==> src/rtl/pll_reset_seq.sv <==
// PLL reset/lock sequencer on clock_in; define PLL_SEQ_AUTO_RETRY_EN to retry instead of faulting.
// Latency: lock seen 2 cycles after locked; release STABLE_CYCLES cycles after STABLE entry.
// Backpressure: none; restart is a single-cycle request honoured on the next edge.
module pll_reset_seq #(
  parameter int unsigned RST_CYCLES    = 16,
  parameter int unsigned LOCK_TIMEOUT  = 16000,
  parameter int unsigned STABLE_CYCLES = 256
) (
  input  logic       clock_in,
  input  logic       resetb,
  input  logic       locked,
  input  logic       restart,
  output logic       pll_resetb,
  output logic       sys_reset_n,
  output logic       ready,
  output logic       fault,
  output logic [7:0] fault_count,
  output logic [2:0] state
);

  typedef enum logic [2:0] {
    S_RESET_PLL = 3'd0,
    S_WAIT_LOCK = 3'd1,
    S_STABLE    = 3'd2,
    S_RUN       = 3'd3,
    S_FAULT     = 3'd4
  } state_t;

  localparam logic [15:0] RST_LOAD    = 16'(RST_CYCLES - 1);
  localparam logic [15:0] LOCK_LOAD   = 16'(LOCK_TIMEOUT - 1);
  localparam logic [15:0] STABLE_LOAD = 16'(STABLE_CYCLES - 1);

  state_t      cur_state, nxt_state;
  logic [15:0] cnt, cnt_nxt;
  logic [7:0]  fc_nxt;
  logic        sync1, lock_s;
  logic        evt;

  function automatic logic [15:0] load_for(input state_t s);
    case (s)
      S_RESET_PLL: load_for = RST_LOAD;
      S_WAIT_LOCK: load_for = LOCK_LOAD;
      S_STABLE:    load_for = STABLE_LOAD;
      default:     load_for = 16'd0;
    endcase
  endfunction

  // locked is asynchronous to clock_in
  always_ff @(posedge clock_in or negedge resetb) begin
    if (!resetb) begin
      sync1  <= 1'b0;
      lock_s <= 1'b0;
    end else begin
      sync1  <= locked;
      lock_s <= sync1;
    end
  end

  always_comb begin
    nxt_state = cur_state;
    evt       = 1'b0;
    case (cur_state)
      S_RESET_PLL: if (cnt == 16'd0) nxt_state = S_WAIT_LOCK;
      S_WAIT_LOCK: begin
        if (lock_s)              nxt_state = S_STABLE;
        else if (cnt == 16'd0)   evt = 1'b1;
      end
      S_STABLE: begin
        if (!lock_s)             evt = 1'b1;
        else if (cnt == 16'd0)   nxt_state = S_RUN;
      end
      S_RUN:   if (!lock_s) evt = 1'b1;
      S_FAULT: nxt_state = S_FAULT;
      default: nxt_state = S_RESET_PLL;
    endcase
    if (evt) begin
`ifdef PLL_SEQ_AUTO_RETRY_EN
      nxt_state = S_RESET_PLL;
`else
      nxt_state = S_FAULT;
`endif
    end
    if (restart) nxt_state = S_RESET_PLL;

    // every state entry (and any restart) reloads the shared counter
    if (restart || nxt_state != cur_state) cnt_nxt = load_for(nxt_state);
    else if (cnt != 16'd0)                 cnt_nxt = cnt - 16'd1;
    else                                   cnt_nxt = cnt;

    fc_nxt = fault_count;
    if (evt && !restart && fault_count != 8'hFF) fc_nxt = fault_count + 8'd1;
  end

  always_ff @(posedge clock_in or negedge resetb) begin
    if (!resetb) begin
      cur_state   <= S_RESET_PLL;
      cnt         <= RST_LOAD;
      fault_count <= 8'd0;
      pll_resetb  <= 1'b0;
      sys_reset_n <= 1'b0;
      ready       <= 1'b0;
      fault       <= 1'b0;
    end else begin
      cur_state   <= nxt_state;
      cnt         <= cnt_nxt;
      fault_count <= fc_nxt;
      pll_resetb  <= (nxt_state != S_RESET_PLL);
      sys_reset_n <= (nxt_state == S_RUN);
      ready       <= (nxt_state == S_RUN);
      fault       <= (nxt_state == S_FAULT);
    end
  end

  assign state = cur_state;

endmodule

==> config.mk <==
export PLATFORM = sky130hd
export DESIGN_NAME = pll_reset_seq
export DESIGN_NICKNAME = d
export VERILOG_FILES = /design/src/rtl/pll_reset_seq.sv
export SDC_FILE = /design/constraint.sdc
export NUM_CORES = 1
export LEC_CHECK = 0
export CAP_MARGIN = 30
export CELL_PAD_IN_SITES_DETAIL_PLACEMENT = 0
export CELL_PAD_IN_SITES_GLOBAL_PLACEMENT = 1
export CORE_MARGIN = 2
export CORE_UTILIZATION = 33
export CTS_CLUSTER_SIZE = 10
export DETAILED_ROUTE_END_ITERATION = 10
export MAX_ROUTING_LAYER = met4
export PLACE_DENSITY = 0.64
export SYNTH_ARGS = -nofsm -noshare
export SYNTH_HDL_FRONTEND = slang
export SYNTH_SLANG_ARGS = --single-unit
export TNS_END_PERCENT = 1
==> constraint.sdc <==
create_clock -name clock_in -period 1.9 [get_ports clock_in]
set_input_delay 0.285 -clock clock_in [delete_from_list [all_inputs] [get_ports clock_in]]
set_output_delay 0.285 -clock clock_in [all_outputs]
set_load 0.05 [all_outputs]
==> metrics.md, run 1 <==
| Metric | Value |
|---|---|
| Status | `finished, final reports clean` |
| # port buffers | `18` |
| Final WL | `4224 um` |
| Crit end category | `flop` |
| Multi-input gate area | `1047 um2` |
| Placeable Area | `5405 um2` |
| Hold Startpoint | `sync1` |
| Commonest non-fill, non-tap cell in the layout | `buf_4` |
| CP max FO | `4` |
| Yosys reg bits | `32` |
| Synthesized Nets | `184` |
| Max rail drop VDD | `0.3943 mV` |
| Number of enable flip-flop cells after synthesis | `0` |
| Hold Path Stages | `0` |
| R2r endpoint | `cnt[8]` |
| CP startpoint kind | `flop` |
| Final Hold Fails | `0` |
| CTS tree | `yes` |
| Initial core utilization | `33.61%` |
| I/O pins | `19` |
| Slew Limit Fails | `0` |
| FF/Latch Area | `808.3 um2` |
| Vias post-DR | `1534` |
| Worst skew pair latency | `0.28 ns` |
| Initial DRC Count | `45` |
| R2R setup slack | `0.003 ns` |
| Pin count of the biggest net entering global routing | `33` |
| Antenna violations before repair | `0` |
| R2R cell count | `7` |
| Cts bufs inserted | `5` |
| Prevailing post-synth register cell | `dfrtp_1` |
| Post-layout minimum cycle time | `1.897 ns` |
| Asr flop ratio synth | `100.0%` |
| Fillers | `510` |
| Post-Synthesis Cells | `178` |
| Layout net count | `228` |
| H-tree Lvls | `2` |
| Dpl ws | `-0.06156 ns` |
| Routed wire per std cell | `14.32 um` |
| Reg clk slew, reported paths | `0.07 ns` |
| Most frequent cells in the layout | `buf_4 (30), dfrtp_1 (26), nor2_1 (16), clkdlybuf4s50_1 (13), o21ai_0 (11)` |
| Sequential area share after synthesis | `44.35%` |
| Cell area after synthesis | `1817 um2` |
| Hold EP | `lock_s` |
| RSZ-0062 raised after global routing | `yes` |
| Clk sink count | `32` |
| Setup-failing EPs final | `0` |
| Post-Syn Area per Cell | `10.21 um2` |
| Synth-to-Final Area Change | `33.68%` |
| Slack of the critical path | `0.002703 ns` |
| Global-route wire length before repair | `7396 um` |
| Worst r2r src | `cnt[1]` |
| Slew @ Worst Pin | `0.4997 ns` |
| Instance area at placement | `2225 um2` |
| Synth Warn # | `0` |
| Hold crit path type | `reg2reg` |
| Post-DP HPWL | `3047 um` |
| Cell variety after synth | `51` |
| GRT Total Usage | `15.56%` |
| Post-DR vias/cell | `5.200` |
| CP Data Required Time | `2.12 ns` |
| Clk_skew | `0.006895 ns` |
| Period utilization | `99.86%` |
| DRC viols | `0` |
| Post-route cell area | `2429 um2` |
| GRT overflow | `0` |
| Post-route setup TNS | `0 ns` |
| RD Place Congestion | `0.7746` |
| Std-Cell Rows | `27` |
| WP data arrival | `2.12 ns` |
| Maxcap violations | `0` |
| Height of the die | `78.20 um` |
| Antenna diode count | `0` |
| Vias in the first global route | `1582` |
| Bufs on Longest Clock Path | `2` |
| Crit Path Category | `reg2reg` |
| Die footprint | `6114 um2` |
| Iteration count of the initial detailed-routing pass | `4` |
| Fmax | `0.5271 GHz` |
| Chip Width | `78.20 um` |
| Share of cells above drive strength 1 | `33.63%` |
| Worst rel slew slack | `66.58%` |
| Pwr per Cell Area | `620.7 nW/um2` |
| Leakage power | `0.001020 uW` |
| Remaining antenna violation count | `0` |
| Root Buffer | `clkbuf_8` |
[through the flow]
step,total power [uW],util [%],hold WS (ns),instances
floorplan,874.5,-,-0.01059,178
global placement,956.8,41.16,0.3402,285
detailed placement,959.5,41.16,0.3471,285
CTS,1518,43.40,0.3623,294
global route,1599,44.93,0.3720,295
finish,1508,44.93,0.3584,295
[synthesized netlist by cell type, types with 2 or more instances]
cell | number | area [um2]
a211oi_1 | 4 | 30.03
a21oi_1 | 4 | 20.02
a31oi_1 | 4 | 25.02
and3_1 | 2 | 12.51
and4_1 | 2 | 17.52
buf_4 | 2 | 15.01
clkbuf_1 | 4 | 15.01
dfrtp_1 | 28 | 700.7
dfstp_2 | 4 | 105.1
ha_1 | 2 | 25.02
inv_1 | 4 | 15.01
mux2i_1 | 4 | 40.04
nand2_1 | 9 | 33.78
nand2b_1 | 3 | 18.77
nand3_1 | 6 | 30.03
nand4_1 | 4 | 25.02
nor2_1 | 18 | 67.56
nor2b_1 | 3 | 18.77
nor3_1 | 5 | 25.02
nor4_2 | 2 | 25.02
nor4_4 | 2 | 42.54
nor4b_1 | 2 | 17.52
o2111a_1 | 2 | 22.52
o211ai_1 | 2 | 15.01
o21a_1 | 3 | 22.52
o21ai_0 | 12 | 60.06
o21ai_1 | 2 | 10.01
or4_4 | 2 | 22.52
xnor2_1 | 9 | 78.83
xor2_1 | 7 | 61.31
[worst max-delay path: stages, from the launching register on]
cell and delay (ns):
dfstp_2 0.55, inv_2 0.05, ha_4 0.16, nor4b_4 0.14, and4_4 0.22, or4_4 0.49
xor2_2 0.16, nor2_2 0.07
[power by group]
group          internal [uW]  switching, uW
Combinational            105            120
Sequential               712           32.6
Clock                    295            243
[area by class of cell]
| class | count | area share (%) |
|---|---|---|
| flip-flops and latches | 32 | 33.28 |
| well taps | 72 | 3.709 |
| multi-input cells | 134 | 43.12 |
| inverters | 4 | 0.6182 |
| clock buffers | 8 | 3.709 |
| repair buffers | 45 | 15.56 |
[registers in the layout, summed over array words and instances (netlist names)]
signal	flops
state	3
lock_s	1
fault	1
fault_count	8
cnt	16
ready	1
sync1	1
pll_resetb	1
[cells by family after synthesis]
group,after synthesis,share of synthesized area [%]
AO/OA/AOI/OAI,38,13.98
AND/OR/NAND/NOR,73,26.45
XOR/XNOR,16,7.714
multiplexers,5,2.824
adder cells (fa/ha/maj),2,1.377
flip-flops,32,44.35
buffers and inverters,12,3.305
[how the worst max path moves through the flow]
stage / start / to / slack [ns] / cells after the start
detailed placement: cnt[0] / fault_count[1] / -0.06 / 6
finish: cnt[1] / cnt[8] / 0.003 / 7
global route: cnt[1] / cnt[6] / -0.10 / 8
floorplan: cnt[0] / cnt[8] / -0.04 / 8
global placement: restart / fault_count[1] / -0.03 / 5
CTS: cnt[0] / cnt[3] / -0.004 / 8
[layer usage]
| metal | track usage (%) | part of all wire (%) | up-vias |
|---|---|---|---|
| met2 | 24.48 | 48 | 23 |
| met4 | 4.386 | 1.5 | 0 |
| li1 | - | - | 737 |
| met5 | - | 0 | - |
| met1 | 20.01 | 47 | 766 |
| met3 | 3.908 | 3.8 | 8 |
[what timing repair did]
item                                    in CTS  in global routing
endpoints found under the setup margin       8                 25
resized for setup                            5                 18
setup buffers                                1                  1
pin swaps                                    2                 12
hold buffers                                 0                  0
Power figures use the tool's default switching activity.
==> run 2: changes to the inputs <==
--- a/config.mk
+++ b/config.mk
@@ -9,11 +9,11 @@
 export CELL_PAD_IN_SITES_DETAIL_PLACEMENT = 0
 export CELL_PAD_IN_SITES_GLOBAL_PLACEMENT = 1
 export CORE_MARGIN = 2
-export CORE_UTILIZATION = 33
+export CORE_UTILIZATION = 40
 export CTS_CLUSTER_SIZE = 10
 export DETAILED_ROUTE_END_ITERATION = 10
 export MAX_ROUTING_LAYER = met4
-export PLACE_DENSITY = 0.64
+export PLACE_DENSITY = 0.76
 export SYNTH_ARGS = -nofsm -noshare
 export SYNTH_HDL_FRONTEND = slang
 export SYNTH_SLANG_ARGS = --single-unit
==> run 2 against run 1 <==
Total power up 4.0%. Sequential power barely moved. Sequential cell count unchanged. Utilization rose by 13 points. Maximum frequency is 0.87% higher. Die area shrank 17%. Combinational power rose by 11%. Non-clock buffer count up 9. Clock skew down 0.0015 ns. Via count down 0.65%. Largest cell class unchanged. Highest routed layer unchanged.
==> metrics.md, run 2 (synthesis results as in run 1) <==
| Metric | Value |
|---|---|
| Most flops, register | `cnt` |
| Reg clk slew, reported paths | `0.06 ns (about the same)` |
| Bufs on Longest Clock Path | `2 (unchanged)` |
| Post-DP HPWL | `3041 um (-0.18%)` |
| Final WL | `4265 um (+0.97%)` |
| Vias post-DR | `1524 (-0.65%)` |
| Root Buffer | `clkbuf_8` |
| Antenna violations before repair | `0 (unchanged)` |
| Layout net count | `237 (+3.9%)` |
| Max reg flops | `16 (unchanged)` |
| Synth-to-Final Area Change | `37.95%` |
| Most frequent cells in the layout | `buf_4 (36), dfrtp_1 (24), nor2_1 (17), clkdlybuf4s50_1 (13), o21ai_0 (10)` |
| Post-route cell area | `2506 um2 (+3.2%)` |
| Slew Limit Fails | `0 (unchanged)` |
| Die footprint | `5097 um2 (-17%)` |
| Commonest non-fill, non-tap cell in the layout | `buf_4` |
| Chip Width | `71.40 um (-8.7%)` |
| Initial DRC Count | `95 (+110%)` |
| Worst rel slew slack | `65.43% (-1.1 points)` |
| Worst skew pair latency | `0.28 ns (about the same)` |
| GRT overflow | `0 (unchanged)` |
| RSZ-0062 raised after global routing | `yes` |
| Cts bufs inserted | `5 (unchanged)` |
| # port buffers | `18 (unchanged)` |
| Post-DR vias/cell | `5.366 (+3.2%)` |
| Antenna diode count | `0 (unchanged)` |
| Pin count of the biggest net entering global routing | `33 (unchanged)` |
| WP data arrival | `2.06 ns (-0.06 ns)` |
| H-tree Lvls | `2 (unchanged)` |
| Vias in the first global route | `1587 (+0.32%)` |
| Std-Cell Rows | `24 (-11%)` |
| I/O pins | `19 (unchanged)` |
| Final Hold Fails | `0 (unchanged)` |
| Crit end category | `flop` |
| Clk_skew | `0.005395 ns (-0.001500 ns)` |
| Multi-input gate area | `1057 um2 (+0.96%)` |
| CP max FO | `4 (unchanged)` |
| Routed wire per std cell | `15.02 um (+4.9%)` |
| GRT Total Usage | `18.32% (+2.8 points)` |
| Height of the die | `71.40 um (-8.7%)` |
| Status | `finished, final reports clean` |
| CTS tree | `yes` |
| Setup-failing EPs final | `0 (unchanged)` |
| Instance area at placement | `2217 um2 (-0.34%)` |
| Leakage power | `0.001086 uW (+6.4%)` |
| Remaining antenna violation count | `0 (unchanged)` |
| Hold crit path type | `reg2reg` |
| Share of cells above drive strength 1 | `37.50% (+3.9 points)` |
| Initial core utilization | `41.72% (+8.1 points)` |
| Fillers | `367 (-28%)` |
| Post-layout minimum cycle time | `1.881 ns (-0.01643 ns)` |
| Fmax | `0.5317 GHz (+0.87%)` |
| Maxcap violations | `0 (unchanged)` |
| Crit Path Category | `reg2reg` |
| Pwr per Cell Area | `625.4 nW/um2 (+0.75%)` |
| Slew @ Worst Pin | `0.5169 ns (+0.01716 ns)` |
| Placeable Area | `4354 um2 (-19%)` |
| FF/Latch Area | `810.8 um2 (+0.31%)` |
| Clk sink count | `32 (unchanged)` |
| RD Place Congestion | `0.8637 (+12%)` |
| DRC viols | `0 (unchanged)` |
| Final Power | `1567 uW (+4.0%)` |
| Iteration count of the initial detailed-routing pass | `4 (unchanged)` |
| Global-route wire length before repair | `7113 um (-3.8%)` |
| Period utilization | `98.99% (-0.86 points)` |
| Max rail drop VDD | `0.3640 mV (-7.7%)` |
| CP Data Required Time | `2.08 ns (-0.04 ns)` |
| Final design utilization | `57.56% (+13 points)` |
| CP startpoint kind | `flop` |
[run 2: area by class of cell]
cell class                 instances  share of cell area (%)
tap                               52                   2.596
multi-input combinational        134                   42.19
clock buffer                       8                   3.994
sequential                        32                   32.35
inverter                           4                  0.5991
timing repair buffer              54                   18.27
[run 2: repair_timing]
action,4_1_cts,5_1_grt
hold buffers,0,0
resized for setup,0,30
setup endpoints to repair,0,20
buffers inserted,0,9
[run 2: power breakdown]
group / total (uW) / switching, uW / internal (uW)
clock network: 573 / 242 / 330
registers: 744 / 31.8 / 713
logic: 250 / 129 / 121
total: 1570 / 404 / 1160
[run 2: stage by stage]
stage | setup WS, ns | instances | hold slack [ns] | setup TNS, ns
finish | 0.01913 | 284 | 0.3505 | 0
global route | -0.04181 | 284 | 0.3732 | -0.2811
CTS | 0.006462 | 275 | 0.3540 | 0
detailed placement | -0.02246 | 267 | 0.3379 | -0.02246
global placement | -0.03394 | 267 | 0.3336 | -0.06740
floorplan | -0.04441 | 178 | -0.01059 | -0.04441
[run 2: layer usage]
layer	GRT usage [%]	vias up	routed length (um)
met2	29.94	26	2119
met5	-	-	0
li1	-	755	-
met4	7.966	0	95
met1	21.08	732	1903
met3	5.063	11	146
[run 2: final timing paths]
path / start / to / slack (ns) / cells after the start
min in group asynchronous: resetb / ready / 0.40 / 2
setup / recovery: cnt[1] / cnt[8] / 0.02 / 7
hold / removal: sync1 / lock_s / 0.35 / 0
hold reg to reg: sync1 / lock_s / 0.35 / 0
setup reg to reg: cnt[1] / cnt[8] / 0.02 / 7
max in group asynchronous: resetb / cnt[2] / 1.16 / 2
[run 2: critical path, cell delays in order (launching register included)]
cell	delay, ns
dfstp_2	0.54
inv_2	0.05
ha_4	0.16
nor4b_4	0.14
and4_4	0.20
or4_4	0.47
xor2_1	0.17
nor2_2	0.04
==> run 3: changes to the inputs <==
--- a/config.mk
+++ b/config.mk
@@ -13,7 +13,7 @@
 export CTS_CLUSTER_SIZE = 10
 export DETAILED_ROUTE_END_ITERATION = 10
 export MAX_ROUTING_LAYER = met4
-export PLACE_DENSITY = 0.76
+export PLACE_DENSITY = 0.72
 export SYNTH_ARGS = -nofsm -noshare
 export SYNTH_HDL_FRONTEND = slang
 export SYNTH_SLANG_ARGS = --single-unit
==> run 3 against run 2 <==
Non-clock buffer count shrank 9. Global-route usage grew 1.2 points. Sequential power about the same. Clock skew is 0.0031 ns higher. Maximum frequency about the same. Die area did not move. Hold slack improved by 0.011 ns. Clock power increased by 15%. Register-to-register slack barely moved. Utilization decreased by 2.3 points. Critical path depth fell by 3. Highest routed layer unchanged.
==> metrics.md, run 3 (synthesis results as in run 1) <==
| Metric | Value |
|---|---|
| Height of the die | `71.40 um (unchanged)` |
| Commonest non-fill, non-tap cell in the layout | `buf_4` |
| Share of cells above drive strength 1 | `34.08% (-3.4 points)` |
| Period utilization | `98.90% (about the same)` |
| Post-DP HPWL | `3106 um (+2.1%)` |
| Worst rel slew slack | `66.44% (+1.0 points)` |
| CP startpoint kind | `flop` |
| Clk sink count | `32 (unchanged)` |
| Setup-failing EPs final | `0 (unchanged)` |
| Status | `finished, final reports clean` |
| H-tree Lvls | `2 (unchanged)` |
| DR WL met3 | `157 um (+7.5%)` |
| Leakage power | `0.001036 uW (-4.6%)` |
| Cts bufs inserted | `5 (unchanged)` |
| WP data arrival | `2.05 ns (about the same)` |
| Bufs on Longest Clock Path | `2 (unchanged)` |
| Layout net count | `228 (-3.8%)` |
| Final Hold Fails | `0 (unchanged)` |
| Slew Limit Fails | `0 (unchanged)` |
| Slew @ Worst Pin | `0.5019 ns (-0.01501 ns)` |
| Hold_buf cts | `0 (unchanged)` |
| Most flops, register | `cnt` |
| Reg clk slew, reported paths | `0.07 ns (about the same)` |
| Worst skew pair latency | `0.29 ns (about the same)` |
| Post-route setup TNS | `0 ns (unchanged)` |
| CP Data Required Time | `2.07 ns (about the same)` |
| I/O pins | `19 (unchanged)` |
| Pin count of the biggest net entering global routing | `33 (unchanged)` |
| CP max FO | `8 (+4)` |
| Antenna violations before repair | `0 (unchanged)` |
| Crit end category | `flop` |
| Std-Cell Rows | `24 (unchanged)` |
| Remaining antenna violation count | `0 (unchanged)` |
| Fillers | `377 (+2.7%)` |
| Clk_skew | `0.008452 ns (+0.003057 ns)` |
| Iteration count of the initial detailed-routing pass | `4 (unchanged)` |
| Metal2 WL | `2148 um (+1.4%)` |
| Pwr per Cell Area | `677.4 nW/um2 (+8.3%)` |
| Most frequent cells in the layout | `buf_4 (30), dfrtp_1 (26), nor2_1 (17), clkdlybuf4s50_1 (12), o21ai_0 (11)` |
| GRT overflow | `0 (unchanged)` |
| Met1 WL | `1969 um (+3.5%)` |
| Maxcap violations | `0 (unchanged)` |
| # port buffers | `18 (unchanged)` |
| RD Place Congestion | `0.8335 (-3.5%)` |
| Post-layout minimum cycle time | `1.879 ns (-0.001809 ns)` |
| Multi-input gate area | `1027 um2 (-2.8%)` |
| Crit Path Category | `reg2reg` |
| Fmax | `0.5322 GHz (about the same)` |
| Top Metal Used | `met4` |
| Final WL | `4385 um (+2.8%)` |
| Die footprint | `5097 um2 (unchanged)` |
| Max rail drop VDD | `0.3796 mV (+4.3%)` |
| Chip Width | `71.40 um (unchanged)` |
| Hold crit path type | `reg2reg` |
| Max reg flops | `16 (unchanged)` |
| RSZ-0062 raised after global routing | `yes` |
| Vias post-DR | `1535 (+0.72%)` |
| Placeable Area | `4354 um2 (unchanged)` |
| FF/Latch Area | `808.3 um2 (-0.31%)` |
| Initial core utilization | `41.72% (unchanged)` |
| Antenna diode count | `0 (unchanged)` |
| Synth-to-Final Area Change | `32.51%` |
| Root Buffer | `clkbuf_8` |
| CTS tree | `yes` |
| Routed wire per std cell | `15.95 um (+6.2%)` |
| GRT Total Usage | `19.55% (+1.2 points)` |
| Vias in the first global route | `1634 (+3.0%)` |
| Initial DRC Count | `47 (-51%)` |
| DRC viols | `0 (unchanged)` |
| Global-route wire length before repair | `7562 um (+6.3%)` |
| Post-DR vias/cell | `5.582 (+4.0%)` |
| Final design utilization | `55.29% (-2.3 points)` |
-- run 3: cell types whose count changed in the layout (fill, tap and decap cells not counted), sizes merged --
cell           change
bufinv             +1
clkinv             +1
clkdlybuf4s50      -1
clkinvlp           +1
buf                -8
clkbuf             -3
-- run 3: layout make-up --
class	instances	share of cell area [%]
sequential	32	33.58
multi-input combinational	134	42.67
inverter	4	0.6237
clock inverter	3	1.767
timing repair buffer	45	15.80
clock buffer	5	2.859
tap	52	2.703
-- run 3: report_power, final --
group / internal (uW) / switching, uW
sequential: 712 / 29.3
clock: 388 / 272
combinational: 104 / 126
-- run 3: per-stage QoR --
| step | setup WS [ns] | hold slack [ns] | cells | power (uW) | area, um2 |
|---|---|---|---|---|---|
| detailed placement | -0.06166 | 0.3364 | 265 | 966.4 | 2200 |
| global placement | -0.002926 | 0.3398 | 265 | 962.5 | 2200 |
| floorplan | -0.04441 | -0.01059 | 178 | 874.5 | 1824 |
| CTS | 0.001463 | 0.3645 | 274 | 1647 | 2359 |
| global route | -0.08349 | 0.3812 | 275 | 1701 | 2407 |
| finish | 0.02094 | 0.3615 | 275 | 1631 | 2407 |
-- run 3: layer usage --
layer / vias up / GRT usage (%)
met2: 34 / 31.38
met4: 0 / 8.595
met3: 13 / 4.501
met5: - / -
li1: 736 / -
met1: 752 / 23.54
-- run 3: path summary, 6_finish.rpt --
kind	startpoint	endpoint	slack, ns	cells after the start
hold / removal	sync1	lock_s	0.36	0
min in group asynchronous	resetb	cnt[8]	0.40	2
max in group asynchronous	resetb	cnt[2]	1.17	2
hold reg to reg	sync1	lock_s	0.36	0
setup reg to reg	cnt[5]	fault_count[1]	0.02	4
setup / recovery	cnt[5]	fault_count[1]	0.02	4
-- run 3: critical path: stages, from the launching register on --
cell and delay [ns]:
dfrtp_1 0.40, nor4_2 0.49, nand4_4 0.23, o21ai_4 0.31
mux2_4 0.33
-- run 3: repair_timing --
action                                  CTS  global route
setup buffers                             1             1
gates resized for setup                   8            13
endpoints found under the setup margin    9            17
pin swaps                                 1             7
